## config.mk

```make
export PLATFORM = sky130hd
export DESIGN_NAME = neokeon_theta_pipe
export DESIGN_NICKNAME = d
export VERILOG_FILES = /design/src/rtl/neokeon_theta_pipe.sv
export SDC_FILE = /design/constraint.sdc
export NUM_CORES = 1
export LEC_CHECK = 0
export ABC_AREA = 1
export CAP_MARGIN = 20
export CORE_ASPECT_RATIO = 0.8
export CORE_UTILIZATION = 52
export CTS_BUF_LIST = sky130_fd_sc_hd__clkbuf_8
export DETAILED_ROUTE_END_ITERATION = 10
export MAX_ROUTING_LAYER = met4
export PLACE_DENSITY = 0.94
export SYNTH_ARGS = -nofsm -noshare
export SYNTH_HDL_FRONTEND = slang
export SYNTH_SLANG_ARGS = --single-unit
```

## constraint.sdc

```tcl
create_clock -name inClk -period 2 [get_ports inClk]
set_clock_uncertainty 0.1 [all_clocks]
set_input_delay 0.6 -clock inClk [delete_from_list [all_inputs] [get_ports inClk]]
set_output_delay 0.6 -clock inClk [all_outputs]
set_load 0.01 [all_outputs]
```

## src/rtl/neokeon_theta_pipe.sv

```systemverilog
// Neokeon Theta round function with optional key addition, split over one or two
// valid/ready pipeline stages (half 1 + key, then half 2).
module neokeon_theta_pipe #(
    parameter int WORD_W = 32,
    parameter int ROT    = 8,
    parameter int STAGES = 2
) (
    input  logic                  inClk,
    input  logic                  inRst,
    input  logic                  inValid,
    output logic                  outReady,
    input  logic                  inModeKey,
    input  logic [4*WORD_W-1:0]   inDataState,
    input  logic [4*WORD_W-1:0]   inDataKey,
    output logic                  outValid,
    input  logic                  inReady,
    output logic [4*WORD_W-1:0]   outDataState,
    output logic                  outBusy
);

    localparam int DW = 4 * WORD_W;

    function automatic logic [WORD_W-1:0] mix_word(input logic [WORD_W-1:0] t);
        logic [WORD_W-1:0] rr;
        logic [WORD_W-1:0] rl;
        rr = (t >> ROT) | (t << (WORD_W - ROT));
        rl = (t << ROT) | (t >> (WORD_W - ROT));
        return t ^ rr ^ rl;
    endfunction

    function automatic logic [DW-1:0] half2(input logic [DW-1:0] s);
        logic [WORD_W-1:0] a0, a1, a2, a3, u;
        {a0, a1, a2, a3} = s;
        u = mix_word(a1 ^ a3);
        return {a0 ^ u, a1, a2 ^ u, a3};
    endfunction

    // Half 1 plus key addition, word 0 sits in the most significant word.
    logic [WORD_W-1:0] a_w  [4];
    logic [WORD_W-1:0] k_w  [4];
    logic [WORD_W-1:0] h1_w [4];
    logic [WORD_W-1:0] t1;
    logic [DW-1:0]     h1;

    assign t1 = mix_word(a_w[0] ^ a_w[2]);

    generate
        for (genvar gi = 0; gi < 4; gi++) begin : g_word
            assign a_w[gi]  = inDataState[DW-1-gi*WORD_W -: WORD_W];
            assign k_w[gi]  = inModeKey ? inDataKey[DW-1-gi*WORD_W -: WORD_W] : '0;
            assign h1_w[gi] = a_w[gi] ^ k_w[gi] ^ (((gi % 2) == 1) ? t1 : '0);
            assign h1[DW-1-gi*WORD_W -: WORD_W] = h1_w[gi];
        end
    endgenerate

    // Output register; its feed is either stage 1 or the input side directly.
    logic          out_valid_q, out_valid_d;
    logic [DW-1:0] out_data_q,  out_data_d;
    logic          out_adv;
    logic          feed_valid;
    logic [DW-1:0] feed_data;

    assign out_adv = !out_valid_q || inReady;

    always_comb begin
        out_valid_d = out_valid_q;
        out_data_d  = out_data_q;
        if (out_adv) begin
            out_valid_d = feed_valid;
            if (feed_valid) begin
                out_data_d = half2(feed_data);
            end
        end
    end

    always_ff @(posedge inClk) begin
        if (inRst) begin
            out_valid_q <= 1'b0;
            out_data_q  <= '0;
        end else begin
            out_valid_q <= out_valid_d;
            out_data_q  <= out_data_d;
        end
    end

    generate
        if (STAGES == 2) begin : g_two
            logic          s1_valid_q, s1_valid_d;
            logic [DW-1:0] s1_data_q,  s1_data_d;
            logic          accept;

            // Stage 1 frees up whenever the output register can take its contents.
            assign outReady = !inRst && (!s1_valid_q || out_adv);
            assign accept   = inValid && outReady;

            always_comb begin
                s1_valid_d = s1_valid_q;
                s1_data_d  = s1_data_q;
                if (accept) begin
                    s1_valid_d = 1'b1;
                    s1_data_d  = h1;
                end else if (out_adv) begin
                    s1_valid_d = 1'b0;
                end
            end

            always_ff @(posedge inClk) begin
                if (inRst) begin
                    s1_valid_q <= 1'b0;
                    s1_data_q  <= '0;
                end else begin
                    s1_valid_q <= s1_valid_d;
                    s1_data_q  <= s1_data_d;
                end
            end

            assign feed_valid = s1_valid_q;
            assign feed_data  = s1_data_q;
            assign outBusy    = s1_valid_q | out_valid_q;
        end else begin : g_one
            assign outReady   = !inRst && out_adv;
            assign feed_valid = inValid && outReady;
            assign feed_data  = h1;
            assign outBusy    = out_valid_q;
        end
    endgenerate

    assign outValid     = out_valid_q;
    assign outDataState = out_data_q;

endmodule

```

==> After elaboration in Yosys (flattened, before gate mapping) <==
Cells that the tools add are included.
{ "totals": {"ff_bits": 258, "input_bits": 261, "out_inout_bits": 131} }
{ "classes": {"n_mux": 6, "n_bitwise": 19, "reduce_logical": 9} }
{ "op_table": {"columns": ["operator", "count"], "rows": [
  ["32-bit bitwise XOR", 14],
  ["32-bit 2-to-1 mux", 4],
  ["24-bit by 32-bit bitwise OR with 32-bit output", 2],
  ["32-bit by 8-bit bitwise OR with 32-bit output", 2],
  ["1-bit logical NOT", 3],
  ["1-bit logical AND", 2],
  ["1-bit logical OR", 2],
  ["1-bit 2-to-1 mux", 2],
  ["2-bit AND reduction", 1],
  ["2-bit nonzero test", 1],
  ["1-bit bitwise OR", 1]
]} }

==> Depth between registers and ports, before layout <==
{ "logic_depth": {"depth_word": 6, "mapped_depth": 12} }

==> Least setup slack after synthesis <==
OpenSTA, ideal clock, no wires.
{ "synth_path": {"path_kind": "input to output", "start": "in inReady", "end": "out outReady", "arrival_time_ns": 0.971, "t_required_ns": 1.300, "path_slack_ns": 0.329, "path_stages": 6, "path_buffers": 0, "path_cell_list": "inv_1 nand2_2 nor2_2 inv_2 nand2_2 inv_1"} }
{ "synth_between": {"elab_chain_cells": 3} }
{ "synth_rtl": {"columns": ["element", "line", "source"], "rows": [
  ["start, declared", "16", "input logic inReady,"],
  ["1-bit logical OR", "63", "assign out_adv = !out_valid_q || inReady;"],
  ["1-bit logical OR", "93", "assign outReady = !inRst && (!s1_valid_q || out_adv);"],
  ["1-bit logical AND", "93", null],
  ["end, declared", "11", "output logic outReady,"]
]} }
No other way between the ends.

==> Final worst setup path <==
{ "layout_path": {"start": "reg out_valid_q (netlist: outValid)", "end": "out outReady"} }
{ "layout_between": {"elab_chain_cells": 4} }
{ "layout_rtl": {"columns": ["element", "line", "source"], "rows": [
  ["start, declared", "57", "logic out_valid_q, out_valid_d;"],
  ["start signal, assigned", "81", "out_valid_q <= out_valid_d;"],
  ["1-bit logical NOT", "63", null],
  ["1-bit logical OR", "63", null],
  ["1-bit logical OR", "93", null],
  ["1-bit logical AND", "93", null]
]} }
No other way between the ends.

==> run metrics <==
dominant synthesized flop cell dfxtp_1; crit path time final around 2.1 ns; Netlist Area Pre-Place 16500 um2; register area 5170 um2; HPWL Detailed around 48 mm; mux contribution to synthesized area 0%; clock-pin slew on the worst setup and hold paths 0.06 ns; peak supply drop between 500 and 600 uV; CP Max Fanout 3; critical path type reg -> out; Crit Reg-Reg Endpoint outDataState[38]; GR Util All Layers about two fifths; R2R setup slack around 0.28 ns; Die ar. 32400 um2; Worst-Margin Slew 0.486 ns; type of the worst min-delay path in -> reg; CP Data Arrival Time about 1.4 ns; GPL Wtd Cong 1.03; Peak Freq 0.487 GHz; TritonRoute pass-1 iters 8; commonest cells after routing, fill and taps aside nand2_1 (881), nand3_1 (506), inv_1 (333), clkdlybuf4s50_1 (257), dfxtp_1 (256); Num CTS Buffers 43; synth-to-layout area growth 35.6%; first-pass GRT wire length 95.8 mm; total power 16.1 mW; crit start category flop; CTS sink count roughly 260; Synth Area in XOR/XNOR 6.80%; Synthesized Nets about 3000; critical path, cell by cell nand2_2 -> nor2_2 -> inv_2 -> nand2_2 -> inv_1 -> buf_2; Final Hold Fails 0; DIE WIDTH 201 um; initial antenna violation count 2; Setup Buffers After CTS 0; Final Cycle Share 103%; filler instances 2620; Synth Area in Adders 0%; Most common cell on crit path nand2_2; sequential cell area fraction in the yosys report 31.3%; port bufs approximately 400; Clock H-tree levels 2; largest family of logic cells by synthesized area simple AND/OR/NAND/NOR gates; Via-to-Cell Ratio ~5.5; Post-synth ARST share 0%; CTS tree done; CTS root buf clkbuf_8; Post-synth EDFFs 0; Avg Cell Area, Syn 6.10 um2; share of cells above drive strength 1 ~7.3%; Synth Area in Compound Gates 9.33%; Post-Syn Instances 2704; Worst R2R Start feed_data[78]; Yosys reg bits 258; DRC Markers 0; Synth Area in Simple Gates 41.7%; die span in y around 160 um; deepest clock path buffer count 3; Pins Over Slew Limit 0; Max Cap Viol 0; final net count 3463; Final ANT Viol Nets 0; Worst Hold Depth 6; DR iter-0 viols 1604; commonest non-fill, non-tap cell in the layout nand2_1; row count between 50 and 60; Initial Utilization a little over half; via count 20000; failing checks setup timing; total congestion overflow 0; hold path startpoint inReady; Worst R2R Path Depth 10; drt total wl ~61 mm; area share of the largest cell type after synthesis 31.3%; RSZ-0062 raised after global routing yes; worst hold endpoint feed_valid; Yosys warning count 0; CP endpoint kind primary output; Layout Utilization 72.6%; critical path's largest stage delay 0.35 ns; worst-skew pair later-pin latency 0.57 ns; Worst EP required 1.30 ns; power density over cell area approximately 700 nW/um2; leakage power between 10 and 15 nW; Worst path slowest cell dfxtp_2; DR WL/cell approximately 17 um; Setup WS post-layout -0.0518 ns; largest net degree at the start of global routing 115; area leader, netlist dfxtp_1; vias in the first global route 19400; top post-synthesis cells by area dfxtp_1 (31%), nand2_1 (20%), nand3_1 (15%); final setup fails 2; status finished with violations; Multi-input gate area roughly 9500 um2; # IOs just under 400; core area roughly 31000 um2; Yosys cell types 24; Fin Setup TNS -0.0763 ns; Slew headroom 67.6%
cell type report:
class	count	share of cell area, %
flip-flops and latches	258	23.1
repair buffers	551	22.9
inverters	324	5.48
diodes	2	0.0224
multi-input cells	2024	42.6
clock inverters	20	0.481
clock buffers	51	3.14
well taps	413	2.31
worst max path at each step:
| stage | from | endpoint | slack, ns | cells past startpoint |
|---|---|---|---|---|
| after CTS | inReady | outReady | -0.26 | 8 |
| after global placement | inReady | outReady | -0.57 | 8 |
| after detailed placement | inReady | outReady | -0.56 | 8 |
| after floorplan | inReady | outReady | 0.33 | 6 |
| after global routing | outValid | outReady | -0.11 | 6 |
| final | outValid | outReady | -0.05 | 6 |
per-layer routing:
layer / up-vias / share of wire, % / track usage, %
li1: 9661 / - / -
met1: 9098 / 36 / 39.3
met2: 999 / 48 / 66.7
met3: 266 / 7.5 / 5.69
met4: 0 / 7.9 / 28.1
met5: - / 0 / -
worst max-delay path: cells and delay by family, from the launching register on:
family | cells | cell delay, ns
buf+inv | 3 | 0.21
flops | 1 | 0.35
simple gates | 3 | 0.23
per-stage QoR:
stage | std cells | worst slack, ns | hold WS [ns] | area (um2)
floorplan | 2704 | 0.329 | 0.344 | 16500
global placement | 3570 | -0.571 | 0.356 | 21700
detailed placement | 3570 | -0.558 | 0.359 | 21700
CTS | 3641 | -0.259 | 0.368 | 22400
global route | 3643 | -0.109 | 0.353 | 22400
finish | 3643 | -0.0518 | 0.330 | 22400
cells by family after synthesis:
kind of cell	Yosys count
simple gates	1589
buf+inv	422
compound gates	307
flops	258
xor+xnor	128
report_power, final:
group	switching, mW	internal, mW
logic	3.37	2.21
clock network	2.17	2.42
registers	0.304	5.62
repair_timing:
| action | in CTS | in global routing |
|---|---|---|
| gates resized for setup | 141 | 7 |
| hold buffers | 0 | 0 |
| setup endpoints to repair | 131 | 5 |
| pin swaps | 0 | 3 |
state kept, by name, summed over array words and instances (netlist names):
| name | flops |
|---|---|
| feed_data | 128 |
| outDataState | 128 |
| feed_valid | 1 |
| outValid | 1 |
Yosys cell counts, types with 2 or more instances:
master and n:
buf_6 11, buf_2 39, dfxtp_1 258, nand3_1 506, buf_4 17, nand2_2 2
xor2_1 101, nor2_1 129, nand3b_1 68, buf_1 3, inv_1 319, nand2_1 881
xnor2_1 27, o21ai_0 127, clkbuf_1 27, o21ai_1 64, a21oi_1 115, inv_2 4
Power figures use the tool's default switching activity.
==> edit 1: new RTL, same flow settings <==
Reset style: asynchronous (`inRst`), changed in 2 clocked blocks.
--- a/src/rtl/neokeon_theta_pipe.sv
+++ b/src/rtl/neokeon_theta_pipe.sv
@@ -75,3 +75,3 @@
 
-    always_ff @(posedge inClk) begin
+    always_ff @(posedge inClk or posedge inRst) begin
         if (inRst) begin
@@ -106,3 +106,3 @@
 
-            always_ff @(posedge inClk) begin
+            always_ff @(posedge inClk or posedge inRst) begin
                 if (inRst) begin
Formal check against the unedited RTL: differs if inRst is asserted again (counterexample within 4 cycles, from zero or initial values and one cycle with inRst high); with inRst held inactive, the same outputs for 4 cycles.
==> edit 1 against the original RTL <==
The flow still finishes with violations (negative setup slack); sequential share of layout area is 4.9 points higher; critical path depth is 3 lower; final cell count is 5.5% lower; sequential cell count stayed put; count of clock-buffer cells in the layout is 7 higher; power is 40% higher; setup slack worse by 63 ps; routed wire length is 12% lower; via count is 5.7% lower; core utilization is 0.078 points higher; design area is 3.0% higher; area after synthesis is 2.5% higher.
==> edit 1: results (changes against the original RTL) <==
status=finished, violations left; failing checks=negative setup slack; largest net degree at the start of global routing=165 (+43%); WHS=196 ps (-134 ps); vias per cell=5.49 (-0.21%); Overall Global Routing Usage=33.1% (-5.1 points); placed instance count=3361 (-5.9%); worst setup path startpoint=feed_valid; Static Leakage=12.0 nW (+4.7%); Final #Nets=3254 (-6.0%); Worst IR Drop VDD=0.000552 V (+8.7%); Reg2Reg Launch Point=outValid; Yosys Warn Count=0 (unchanged); Fillers=2356 (-10%); first-pass GRT wire length=86300 um (-9.9%); clock root cell=clkbuf_8; DP Worst Slack=-598 ps (-40.4 ps); CTS Hold Buffers Added=0 (unchanged); vias in the first global route=18300 (-5.5%); R2R cell count=11 (+1); worst setup margin=-115 ps (-63.2 ps); Post-synth top cells=nand2_1, nand3_1, dfrtp_1; post-synthesis net count=2742 (-7.5%); DP Area=22100 um2 (+2.0%); First-pass DRT Iterations=7 (-1); Seq/Total Area, Yosys=38.2% (+6.9 points); endpoints failing setup=2 (unchanged); worst setup path end=outBusy; Hold Path Class=in -> async; Clk pin slew, worst setup/hold paths=60 ps (about the same); Num CTS Buffers=44 (+2.3%); ys flop type=dfrtp_1; flop-to-flop setup slack=230 ps (-50 ps); worst relative slew slack=34.4% (-33 points); total routed wirelength=53900 um (-12%); post-DR wirelength/cell=15.7 um (-7.1%); share of layout cells above drive strength 1=9.40% (+2.1 points); Clock Latency Late Sink=550 ps (-20 ps); initial DRC count=1626 (+1.4%); crit-path max FO=2 (-1); Longest Clk Path Bufs=3 (unchanged); CTS HTree Levels=2 (unchanged); CP arrival=1410 ps (+60 ps); asr flop ratio synth=100% (+100 points); Synth area leaders=dfrtp_1, nand2_1, nand3_1; Finished Core Util=72.7% (+0.078 points); Synth cell types=22 (-8.3%); final setup TNS=-226 ps (-150 ps); antenna violations before repair=2 (unchanged); routability congestion estimate=0.897 (-13%); end of the worst register-to-register path=feed_data[112]; Synth Instances=2481 (-8.2%); DP HPWL=42000 um (-12%)
==> edit 1: where the power goes <==
part / leakage [nW] / switching (mW) / internal [mW]
clock: 0.514 / 2.20 / 2.99
sequential: 3.22 / 1.23 / 6.75
combinational: 8.31 / 5.56 / 3.87
==> edit 1: layout make-up <==
class	count	share of cell area, %
antenna	2	0.0217
clock buffer	58	3.46
clock inverter	17	0.727
inverter	187	3.08
multi-input combinational	1968	40.3
sequential	258	28.0
tap	420	2.28
timing repair buffer	534	22.1
==> edit 1: timing repair <==
action | in CTS | in global routing
pin swaps | 1 | 2
endpoints found under the setup margin | 131 | 9
setup buffers | 2 | 4
gates resized for setup | 154 | 14
==> edit 1: worst max-delay path: stages, from the launching register on <==
cell and delay (ps):
dfrtp_1 390, buf_4 140, or2_4 240, buf_6 120
==> edit 1: worst min path at each step <==
stage / start / end
global route: inRst / outDataState[69]
finish: inRst / outDataState[69]
detailed placement: outDataState[98] / outDataState[98]
CTS: inRst / outDataState[69]
global placement: outDataState[96] / outDataState[96]
floorplan: feed_data[105] / feed_data[105]
==> edit 1: kinds of logic after synthesis <==
family | Yosys count | synth area share, %
AO/OA/AOI/OAI | 128 | 4.68
XOR/XNOR | 128 | 6.63
buffers and inverters | 255 | 6.98
flip-flops | 258 | 38.2
AND/OR/NAND/NOR | 1712 | 43.5
==> edit 1: metal layers <==
metal	global-route usage [%]	share of wire, %	up-vias
li1	-	-	9009
met1	38.6	39	8699
met2	57.3	49	994
met3	4.77	7.7	189
met4	13.5	3.9	0
met5	-	0	-
==> edit 2: new RTL, same flow settings <==
Made on the original files. The parameter `WORD_W` goes from 32 to 40.
--- a/src/rtl/neokeon_theta_pipe.sv
+++ b/src/rtl/neokeon_theta_pipe.sv
@@ -3,3 +3,3 @@
 module neokeon_theta_pipe #(
-    parameter int WORD_W = 32,
+    parameter int WORD_W = 40,
     parameter int ROT    = 8,
Interface: changed (resized inDataKey, inDataState and outDataState); port bits go from 392 to 488. The function was not compared with the original's and may differ.
==> edit 2 against the original RTL <==
The flow still finishes with violations (negative setup slack); via count up 28%; design area up 27%; count of clock-buffer cells in the layout up 22; sequential cell count up 64; setup slack worse by 30 ps; area after synthesis up 24%; sequential share of layout area down 0.44 points; power up 32%; non-clock buffer count up 173; routed wire length up 41%; hold slack better by 40 ps; core utilization up 1.4 points.
==> edit 2: results (changes against the original RTL) <==
failing checks=negative setup slack; Num CTS Buffers=54 (+26%); worst relative slew slack=54.9% (-13 points); Reg2Reg Launch Point=feed_data[1]; vias in the first global route=22900 (+18%); CTS HTree Levels=2 (unchanged); DP HPWL=68700 um (+43%); post-synthesis net count=3689 (+24%); largest net degree at the start of global routing=139 (+21%); critical hold path startpoint=feed_data[41]; Fillers=3081 (+18%); Worst IR Drop VDD=0.000513 V (+0.91%); Clock Latency Late Sink=630 ps (+60 ps); endpoints failing setup=4 (+2); Post-synth top cells=nand2_1, nand3_1, inv_1; Seq/Total Area, Yosys=31.6% (+0.27 points); initial DRC count=3281 (+100%); cell depth of the worst hold path=2 (-4); Final #Nets=4347 (+26%); end of the worst register-to-register path=outDataState[121]; CP arrival=1380 ps (+30 ps); Worst Hold Endpoint=feed_data[41]; Synth cell types=21 (-13%); share of layout cells above drive strength 1=9.50% (+2.2 points); Overall Global Routing Usage=43.1% (+5.0 points); routability congestion estimate=1.07 (+4.1%); I/O Buffers=487 (+25%); worst setup margin=-82.1 ps (-30.4 ps); flop-to-flop setup slack=150 ps (-130 ps); Synth area leaders=dfxtp_1, nand2_1, nand3_1; status=finished, violations left; post-synth top area share=31.6% (+0.27 points); Hold Path Class=reg -> reg; antenna violations before repair=17 (+15); Static Leakage=14.5 nW (+26%); first-pass GRT wire length=128000 um (+33%); WHS=370 ps (+40.4 ps); post-DR wirelength/cell=18.9 um (+12%)
-- edit 2: changes by cell type in the layout (fill, tap and decap cells not counted), sizes merged, moves of 26 or more --
cell	before	now
nand3	506	583
nand2	883	1132
clkbuf	52	78
buf	164	252
dfxtp	258	322
o21ai	191	240
nor2	131	162
a21oi	115	154
dlygate4sd2	124	91
clkdlybuf4s15	4	55
inv	337	417
clkdlybuf4s50	257	321
-- edit 2: routing by layer --
layer / global-route usage (%) / part of all wire [%] / up-vias
met3: 11.0 / 13 / 305
li1: - / - / 12100
met2: 63.7 / 41 / 1680
met4: 26.9 / 7.4 / 0
met5: - / 0 / -
met1: 52.7 / 38 / 11500
-- edit 2: cell type report --
class,instances,share of cell area (%)
sequential,322,22.7
clock inverter,26,0.567
timing repair buffer,724,24.0
clock buffer,73,3.53
inverter,402,5.36
tap,495,2.18
multi-input combinational,2518,41.6
antenna,17,0.150
-- edit 2: power breakdown --
| part | total, mW | internal (mW) | switching [mW] | leakage, nW |
|---|---|---|---|---|
| combinational | 7.45 | 2.88 | 4.57 | 11.1 |
| sequential | 7.36 | 7.01 | 0.350 | 2.67 |
| clock | 6.48 | 3.50 | 2.98 | 0.668 |
| total | 21.3 | 13.4 | 7.89 | 14.5 |
-- edit 2: logic make-up (layout without fill, tap and decap cells) --
kind of cell    after synthesis  in the layout  share of synthesized area [%]
flops                       322            322                           31.6
simple gates               1964           1964                           41.4
other cells                   0             17                              0
buf+inv                     524           1225                           10.5
xor+xnor                    160            160                           6.87
compound gates              394            394                           9.66
-- edit 2: how the worst max path moves through the flow --
stage                from              to  slack, ps  depth (start not counted)
3_3_place_gp      inReady        outReady       -580                          8
2_1_floorplan       inRst  feed_data[120]        270                          9
5_1_grt          outValid        outReady       -140                          6
6_report       feed_valid        outReady        -80                          6
4_1_cts          outValid        outReady       -120                          6
3_5_place_dp      inReady        outReady       -610                          8
-- edit 2: what timing repair did --
action,CTS,global route
buffers inserted,1,0
pin swaps,2,2
setup endpoints to repair,163,15
gates resized for setup,301,17
-- edit 2: worst register-to-register path, stage by stage, from the launching register on --
cell and delay, ps:
dfxtp_1 340, inv_1 150, nand2_1 80, nand2_1 310, nand2_1 220, nand2_1 190
nand2_1 90, nand3_1 70, nand3_1 80, nand2_1 70, inv_1 40
-- edit 2: metrics by stage --
step / setup WS [ps] / TNS [ps] / cell area [um2] / instances / power [mW]
after floorplan: 265 / 0 / 20400 / 3364 / 11.5
after global placement: -583 / -91380 / 27400 / 4460 / 14.6
after detailed placement: -606 / -101670 / 27400 / 4460 / 14.8
after CTS: -116 / -157 / 28400 / 4560 / 21.0
after global routing: -142 / -182 / 28500 / 4576 / 22.2
final: -82.1 / -110 / 28500 / 4577 / 21.3
